`src/rtl/out_port_hs_pkg.sv`:
```
// Shared types and constants for the out_port_hs output port.
package out_port_hs_pkg;

    localparam int DATA_W_DEF = 32;
    localparam int DEPTH_DEF  = 4;
    // Pointer width is tied to the FIFO depth; DEPTH must stay a power of two.
    localparam int PTR_W_DEF  = $clog2(DEPTH_DEF);

    typedef enum logic [1:0] {
        IDLE     = 2'd0,
        PRESENT  = 2'd1,
        WAIT_REL = 2'd2
    } hs_state_e;

endpackage

```
`src/rtl/out_port_fifo.sv`:
```
// Synchronous FIFO between CPU writes and the device handshake.
// Full/Empty are registered and derived from the next occupancy.
module out_port_fifo
    import out_port_hs_pkg::*;
#(
    parameter int DATA_W = DATA_W_DEF,
    parameter int DEPTH  = DEPTH_DEF,
    parameter int PTR_W  = PTR_W_DEF
) (
    input  logic              clk,
    input  logic              clear,
    input  logic              push,
    input  logic              pop,
    input  logic [DATA_W-1:0] wdata,
    output logic [DATA_W-1:0] head,
    output logic [PTR_W:0]    count,
    output logic              full,
    output logic              empty
);

    localparam logic [PTR_W:0] DEPTH_CNT = (PTR_W + 1)'(DEPTH);

    logic [DATA_W-1:0] mem_q [DEPTH];
    logic [DATA_W-1:0] mem_d [DEPTH];
    logic [PTR_W-1:0]  wr_ptr_q, wr_ptr_d;
    logic [PTR_W-1:0]  rd_ptr_q, rd_ptr_d;
    logic [PTR_W:0]    count_q, count_d;
    logic              full_q, full_d;
    logic              empty_q, empty_d;
    logic              push_ok;
    logic              pop_ok;

    // A write against a full FIFO is dropped even if a pop happens on the same edge.
    always_comb begin
        push_ok  = push && !full_q;
        pop_ok   = pop && !empty_q;
        mem_d    = mem_q;
        wr_ptr_d = wr_ptr_q;
        rd_ptr_d = rd_ptr_q;
        count_d  = count_q;
        if (push_ok) begin
            mem_d[wr_ptr_q] = wdata;
            wr_ptr_d        = wr_ptr_q + PTR_W'(1);
        end
        if (pop_ok) begin
            rd_ptr_d = rd_ptr_q + PTR_W'(1);
        end
        case ({push_ok, pop_ok})
            2'b10:   count_d = count_q + (PTR_W + 1)'(1);
            2'b01:   count_d = count_q - (PTR_W + 1)'(1);
            default: count_d = count_q;
        endcase
        full_d  = (count_d == DEPTH_CNT);
        empty_d = (count_d == '0);
    end

    always_ff @(posedge clk) begin
        if (clear) begin
            mem_q    <= '{default: '0};
            wr_ptr_q <= '0;
            rd_ptr_q <= '0;
            count_q  <= '0;
            full_q   <= 1'b0;
            empty_q  <= 1'b1;
        end else begin
            mem_q    <= mem_d;
            wr_ptr_q <= wr_ptr_d;
            rd_ptr_q <= rd_ptr_d;
            count_q  <= count_d;
            full_q   <= full_d;
            empty_q  <= empty_d;
        end
    end

    assign head  = mem_q[rd_ptr_q];
    assign count = count_q;
    assign full  = full_q;
    assign empty = empty_q;

endmodule

```
`src/rtl/out_port_hs.sv`:
```
// CPU-written output port: FIFO plus a 4-phase valid/ack handshake to the device.
// Optional macro OUT_PORT_OVERFLOW_EN adds a sticky Overflow flag for dropped writes.
module out_port_hs
    import out_port_hs_pkg::*;
#(
    parameter int DATA_W = DATA_W_DEF,
    parameter int DEPTH  = DEPTH_DEF,
    parameter int PTR_W  = $clog2(DEPTH)
) (
    input  logic              Clock,
    input  logic              Clear,
    input  logic [DATA_W-1:0] BusMuxOut,
    input  logic              OutPortin,
    output logic [DATA_W-1:0] DevData,
    output logic              DevValid,
    input  logic              DevAck,
    output logic              Full,
    output logic              Empty,
    output logic [PTR_W:0]    Count
`ifdef OUT_PORT_OVERFLOW_EN
    ,
    output logic              Overflow
`endif
);

    hs_state_e         state_q, state_d;
    logic [DATA_W-1:0] dev_data_q, dev_data_d;
    logic              dev_valid_q, dev_valid_d;
    logic              pop;
    logic [DATA_W-1:0] fifo_head;

    out_port_fifo #(
        .DATA_W (DATA_W),
        .DEPTH  (DEPTH),
        .PTR_W  (PTR_W)
    ) u_fifo (
        .clk   (Clock),
        .clear (Clear),
        .push  (OutPortin),
        .pop   (pop),
        .wdata (BusMuxOut),
        .head  (fifo_head),
        .count (Count),
        .full  (Full),
        .empty (Empty)
    );

    // DevData is loaded only when a word is presented, so it stays stable through the ack.
    always_comb begin
        state_d     = state_q;
        dev_data_d  = dev_data_q;
        dev_valid_d = dev_valid_q;
        pop         = 1'b0;
        case (state_q)
            IDLE: begin
                if (!Empty) begin
                    dev_data_d  = fifo_head;
                    dev_valid_d = 1'b1;
                    state_d     = PRESENT;
                end
            end
            PRESENT: begin
                if (DevAck) begin
                    dev_valid_d = 1'b0;
                    pop         = 1'b1;
                    state_d     = WAIT_REL;
                end
            end
            WAIT_REL: begin
                dev_valid_d = 1'b0;
                if (!DevAck) begin
                    state_d = IDLE;
                end
            end
            default: begin
                dev_valid_d = 1'b0;
                state_d     = WAIT_REL;
            end
        endcase
    end

    // Reset lands in WAIT_REL so a stale ack must drop before anything is presented.
    always_ff @(posedge Clock) begin
        if (Clear) begin
            state_q     <= WAIT_REL;
            dev_data_q  <= '0;
            dev_valid_q <= 1'b0;
        end else begin
            state_q     <= state_d;
            dev_data_q  <= dev_data_d;
            dev_valid_q <= dev_valid_d;
        end
    end

    assign DevData  = dev_data_q;
    assign DevValid = dev_valid_q;

`ifdef OUT_PORT_OVERFLOW_EN
    logic overflow_q, overflow_d;

    always_comb begin
        overflow_d = overflow_q | (OutPortin & Full);
    end

    always_ff @(posedge Clock) begin
        if (Clear) begin
            overflow_q <= 1'b0;
        end else begin
            overflow_q <= overflow_d;
        end
    end

    assign Overflow = overflow_q;
`endif

endmodule

```
`config.mk`:
```
export PLATFORM = sky130hd
export DESIGN_NAME = out_port_hs
export DESIGN_NICKNAME = d
export VERILOG_FILES = /design/src/rtl/out_port_hs_pkg.sv /design/src/rtl/out_port_fifo.sv /design/src/rtl/out_port_hs.sv
export SDC_FILE = /design/constraint.sdc
export NUM_CORES = 1
export LEC_CHECK = 0
export ABC_AREA = 1
export BUFFER_PORTS_ARGS = -buffer_cell sky130_fd_sc_hd__buf_2
export CORE_MARGIN = 2
export CORE_UTILIZATION = 45
export DETAILED_ROUTE_END_ITERATION = 10
export SYNTH_ARGS = -nofsm -noshare
export SYNTH_HDL_FRONTEND = slang
export SYNTH_HIERARCHICAL = 1
export SYNTH_SLANG_ARGS = --single-unit
```
`constraint.sdc`:
```
create_clock -name Clock -period 5 [get_ports Clock]
set_clock_uncertainty 0.15 [all_clocks]
set_input_delay 0.5 -clock Clock [delete_from_list [all_inputs] [get_ports Clock]]
set_output_delay 0.5 -clock Clock [all_outputs]
set_load 0.05 [all_outputs]
```
== After elaboration in Yosys (flattened, before gate mapping) ==
Index checks and enable logic that the tools add are counted.
W data, S select, Z words.
Word-level totals
  flip-flop bits (word level): 172
  input bits: 36
  output and inout bits: 38
Operators by class
  add/sub/neg operators: 4
  order comparisons: 3
  eq/ne operators: 8
  multiplexer cells: 16
  bitwise operators: 3
  reduce and logical (&&, ||, !) cells: 10
Operators by type and width (number)
  $bwmux W128: 1
  $mux W32: 3
  $bmux W32 S2: 1
  $demux W32 S2: 1
  $ge A3 B3 Y1 const B: 2
  $mux W2: 3
  $ne A2 B2 Y1 const B: 3
  $not A2 Y3: 2
  $pmux W2 S3: 1
  $pmux W3 S2: 1
  $add A2 B1 Y2 const B: 2
  $eq A2 B1 Y1 const B: 2
  $eq A2 B2 Y1 const B: 2
  $mux W1: 4
  $reduce_and A2 Y1: 2
  $add A3 B1 Y3 const B: 1
  $eq A3 B3 Y1 const B: 1
  $logic_and A1 B1 Y1: 3
  $logic_not A3 Y1: 1
  $lt A3 B1 Y1 const B: 1
  $reduce_and A3 Y1: 1
  $sub A3 B1 Y3 const B: 1
  $logic_not A1 Y1: 2
  $logic_not A2 Y1: 1
  other kinds (2): 2

== Longest topological paths before layout ==
  depth after elaboration: 6
  depth in mapped cells: 15

== By module ==
Netlist, hierarchy kept.
Modules (own cells, without submodules)
  out_port_fifo: instances 1, cells an instance 812, area each 5967.0 µm², sequential area each 2742.6 µm²
  out_port_hs: instances 1, cells an instance 228, area each 1560.2 µm², sequential area each 700.7 µm²

== Worst setup path before layout ==
OpenSTA, ideal clock, no wires.
  path kind: flip-flop to flip-flop
  start: reg u_fifo.full_q (netlist: u_fifo/full)
  end: reg u_fifo.full_q (netlist: u_fifo/full)
  library setup time: 0.128 ns
  data arrival time: 2.078 ns
  slack: 2.645 ns
  stages on the path, launching flop included: 11
  path buffers: 1
  path through: dfxtp_1 -> nor2_4 -> buf_4 -> inv_1 -> ha_1 -> inv_1 -> fa_1 -> o21ai_0 -> a21oi_1 -> nand2_1 -> nor2_1
On the way
  longest elaborated chain between the ends: 5
Ends and longest elaborated chain
  from (decl): line out_port_fifo.sv:28  | logic full_q, full_d;
  from (signal assigned): line out_port_fifo.sv:70  | full_q <= full_d;
  $logic_not A1 Y1 *: line out_port_fifo.sv:35  | push_ok = push && !full_q;
  $logic_and A1 B1 Y1 *: line out_port_fifo.sv:35
  $eq A2 B1 Y1 or $eq A2 B2 Y1 (tied branches): line out_port_fifo.sv:48  | case ({push_ok, pop_ok})
  $pmux W3 S2 *: line out_port_fifo.sv:48
  $eq A3 B3 Y1 *: line out_port_fifo.sv:53  | full_d = (count_d == DEPTH_CNT);
Mark *: on every way between the ends. The rest lies on a longest branch, timed or not.
A chain may end at the register's enable or synchronous reset.

== Worst setup path in the final report ==
  start: reg state_q[0]
  end: reg u_fifo.full_q (netlist: u_fifo/full)
On the way
  longest elaborated chain between the ends: 6
Ends and longest elaborated chain
  from (decl): line out_port_hs.sv:26  | hs_state_e state_q, state_d;
  from (signal assigned): line out_port_hs.sv:89  | state_q <= state_d;
  $eq A2 B1 Y1 *: line out_port_hs.sv:54  | case (state_q)
  $mux W1 *: line out_port_hs.sv:54
  net pop: line out_port_hs.sv:29  | logic pop;
  $logic_and A1 B1 Y1 *: line out_port_fifo.sv:36  | pop_ok = pop && !empty_q;
  $eq A2 B1 Y1 or $eq A2 B2 Y1 (tied branches): line out_port_fifo.sv:48
  $pmux W3 S2 *: line out_port_fifo.sv:48
  $eq A3 B3 Y1 *: line out_port_fifo.sv:53
Mark *: on every way through the listed nets, which the timed path passes. The rest lies on a longest branch.

==> results.toml <==
[outcome]
status = "finished, final reports clean"

[logic_synthesis]
synth_warnings = 6
ys_top_cells_by_area = "dfxtp_1, a21oi_1, nand3_1"
ys_seq_area_share_pct = 45.7
synth_top_area_share_pct = 45.7
synth_area_um2 = 7530
synth-seq-cells = 172
synth_cells = 1040
ys_types = 19
synth_top_area_cell = "dfxtp_1"
synth_nets = 1082
syn-mean-instance-area_um2 = 7.24

[floorplanning]
core_area_um2 = 16500
die_w_um = 133
pin_count = 74
dieArea_um2 = 17800
initial_core_util_pct = 45.7
placementRows = 47
die_h_um = 133

[clock_tree]
clkLatencyLatePin_ns = 0.42
cts_buffer_depth = 2
clockRootBuffer = "clkbuf_16"
cts_buffers = 17
cts.repair.resized = 0
cts_setup_buffers = 0
tritoncts = "built"
cts_htree_levels = 4
cts.sinks = 172
hold_buffers = 0
path_clk_slew_ns = 0.06

[critical_path]
path_class = "reg2reg"
worstPathRequired_ns = 5.14
r2r-start = "state_q[0]"
critPathLaunchType = "register"
r2r-end = "u_fifo/full"
path_max_fanout = 5
reg2regPathDepth = 11
end_kind = "register"
ff2ff_setup_slack_ns = 2.49
crit_arrival_ns = 2.65

[drt]
detail_route.first_pass.iterations = 5
drc = 0
wl_per_cell_um = 16.3
route.vias.total = 7016
ant_nets = 0
avgViaCountPerCell = 5.46
drtIter0Drc = 598
wl_um = 21000

[sta]
slew_headroom_pct = 17.8
fin_setup_tns_ns = 0
rsz0062_at_grt = "no"
setup_viol = 0
layout_setup_ws_ns = 2.49
hold_violations = 0
finalCritPeriodShare_pct = 50.3
fmax_mhz = 398
period_minus_slack_ns = 2.51
tightest_slew_ns = 1.23
slew_violations = 0

[layout]
multi_input_area_um2 = 3380
areaGrowthSynthToFinish_pct = 10.0
fillers = 1718
layout.nets = 1095
layout-drive-gt1-share_pct = 10.9
instances_no_fill = 1284
final-seq-area_um2 = 3440

[placement]
place_congestion = 0.797
buffer_ports.inserted = 73
dp_cells = 1254
place_hpwl_um = 11500
dp_slack_ns = 2.31

[power_and_ir_drop]
p_sw_uw = 837
cellLeakagePower_nw = 3.16
p_clk_share_pct = 38.8
vdd_drop_max_uv = 260
p_per_area_nw_per_um2 = 369
p_sw_share_pct = 27.4
p_int_mw = 2.22
p_seq_share_pct = 47.9
p_total_mw = 3.06
pwr-share-comb_pct = 13.3

[worst_hold_path]
worstHoldStart = "DevAck"
holdPathEnd = "DevValid"
hp-class = "in2reg"
whs_path_depth = 4

[run]
max_cap_violations = 0

[grt]
grt_pass1_wl_um = 33400
overflow = 0
grt_pass1_vias = 6180
antenna_found_initial = 1
grt_start_max_net_pins = 95
track_usage_pct = 23.5
[layout make-up]
cell class	count	share of cell area, %
flip-flops and latches	172	41.6
multi-input cells	724	40.8
clock buffers	27	6.07
repair buffers	87	5.71
well taps	220	3.32
inverters	51	2.31
clock inverters	2	0.121
diodes	1	0.0302
[routing by layer]
| layer | GRT usage [%] | wire length [um] | vias up |
|---|---|---|---|
| met5 | 0 | 0 | - |
| met4 | 6.09 | 215 | 0 |
| met3 | 4.19 | 1340 | 22 |
| met2 | 34.2 | 8900 | 219 |
| met1 | 35.9 | 10500 | 3275 |
| li1 | - | - | 3500 |
[power by group through the flow]
stage	Clock [mW]	Sequential [mW]	Combinational, mW
after global routing	1.26	1.47	0.447
final	1.19	1.46	0.407
after detailed placement	0	1.49	0.405
after floorplan	0	1.56	0.240
after global placement	0	1.49	0.403
after CTS	1.21	1.46	0.405
[worst max path at each step]
stage          cells after the start                from  slack [ns]                 to
2_1_floorplan                     10         u_fifo/full        2.64        u_fifo/full
3_3_place_gp                      12           OutPortin        2.35        u_fifo/full
3_5_place_dp                      12           OutPortin        2.31        u_fifo/full
4_1_cts                            6  u_fifo/wr_ptr_q[0]        2.50  u_fifo/mem_q[106]
5_1_grt                           11          state_q[0]        2.22       u_fifo/empty
6_report                          11          state_q[0]        2.49        u_fifo/full
[stage by stage]
step	instance area (um^2)	utilization, %	hold slack [ns]
6_report	8280	50.3	0.205
5_1_grt	8280	50.3	0.224
4_1_cts	8280	50.3	0.192
3_5_place_dp	7770	47.2	0.299
3_3_place_gp	7770	47.2	0.296
2_1_floorplan	7530	-	0.287
[critical path: stages, from the launching register on]
cell and delay (ns):
dfxtp_1 0.43, nand2_1 0.08, nor2_1 0.26, inv_1 0.07, nor2_1 0.22, ha_1 0.21
inv_1 0.07, fa_1 0.44, o21ai_0 0.24, a21oi_1 0.09, nand2_1 0.08, nor2_1 0.03
[logic make-up after synthesis]
kind of cell	after synthesis	synth area share [%]
compound gates	272	18.6
fa+ha+maj	6	1.10
buf+inv	144	9.36
flops	172	45.7
simple gates	446	25.2
[cell usage in the layout, fill, tap and decap left out, drive strengths merged]
cell type	instances
diode	1
inv	51
dfxtp	172
nand3	163
a21oi	170
clkinv	2
ha	5
clkbuf	27
buf	87
fa	1
o22ai	32
nand4	1
o21ai	70
nor2	104
nand2	178
[cells in the mapped netlist, drive strengths merged]
library cell,number
buf,50
clkbuf,43
ha,5
dfxtp,172
inv,51
o21ai,70
nand4,1
nand2,178
nor2,104
fa,1
a21oi,170
o22ai,32
nand3,163
[state kept, by name (all words and copies together) (netlist names)]
signal and count:
u_fifo/wr_ptr_q 2, DevData 32, u_fifo/full 1, u_fifo/count 3
state_q 2, u_fifo/empty 1, u_fifo/mem_q 128, u_fifo/rd_ptr_q 2
DevValid 1
No activity file was read; power rests on OpenSTA's default activity.
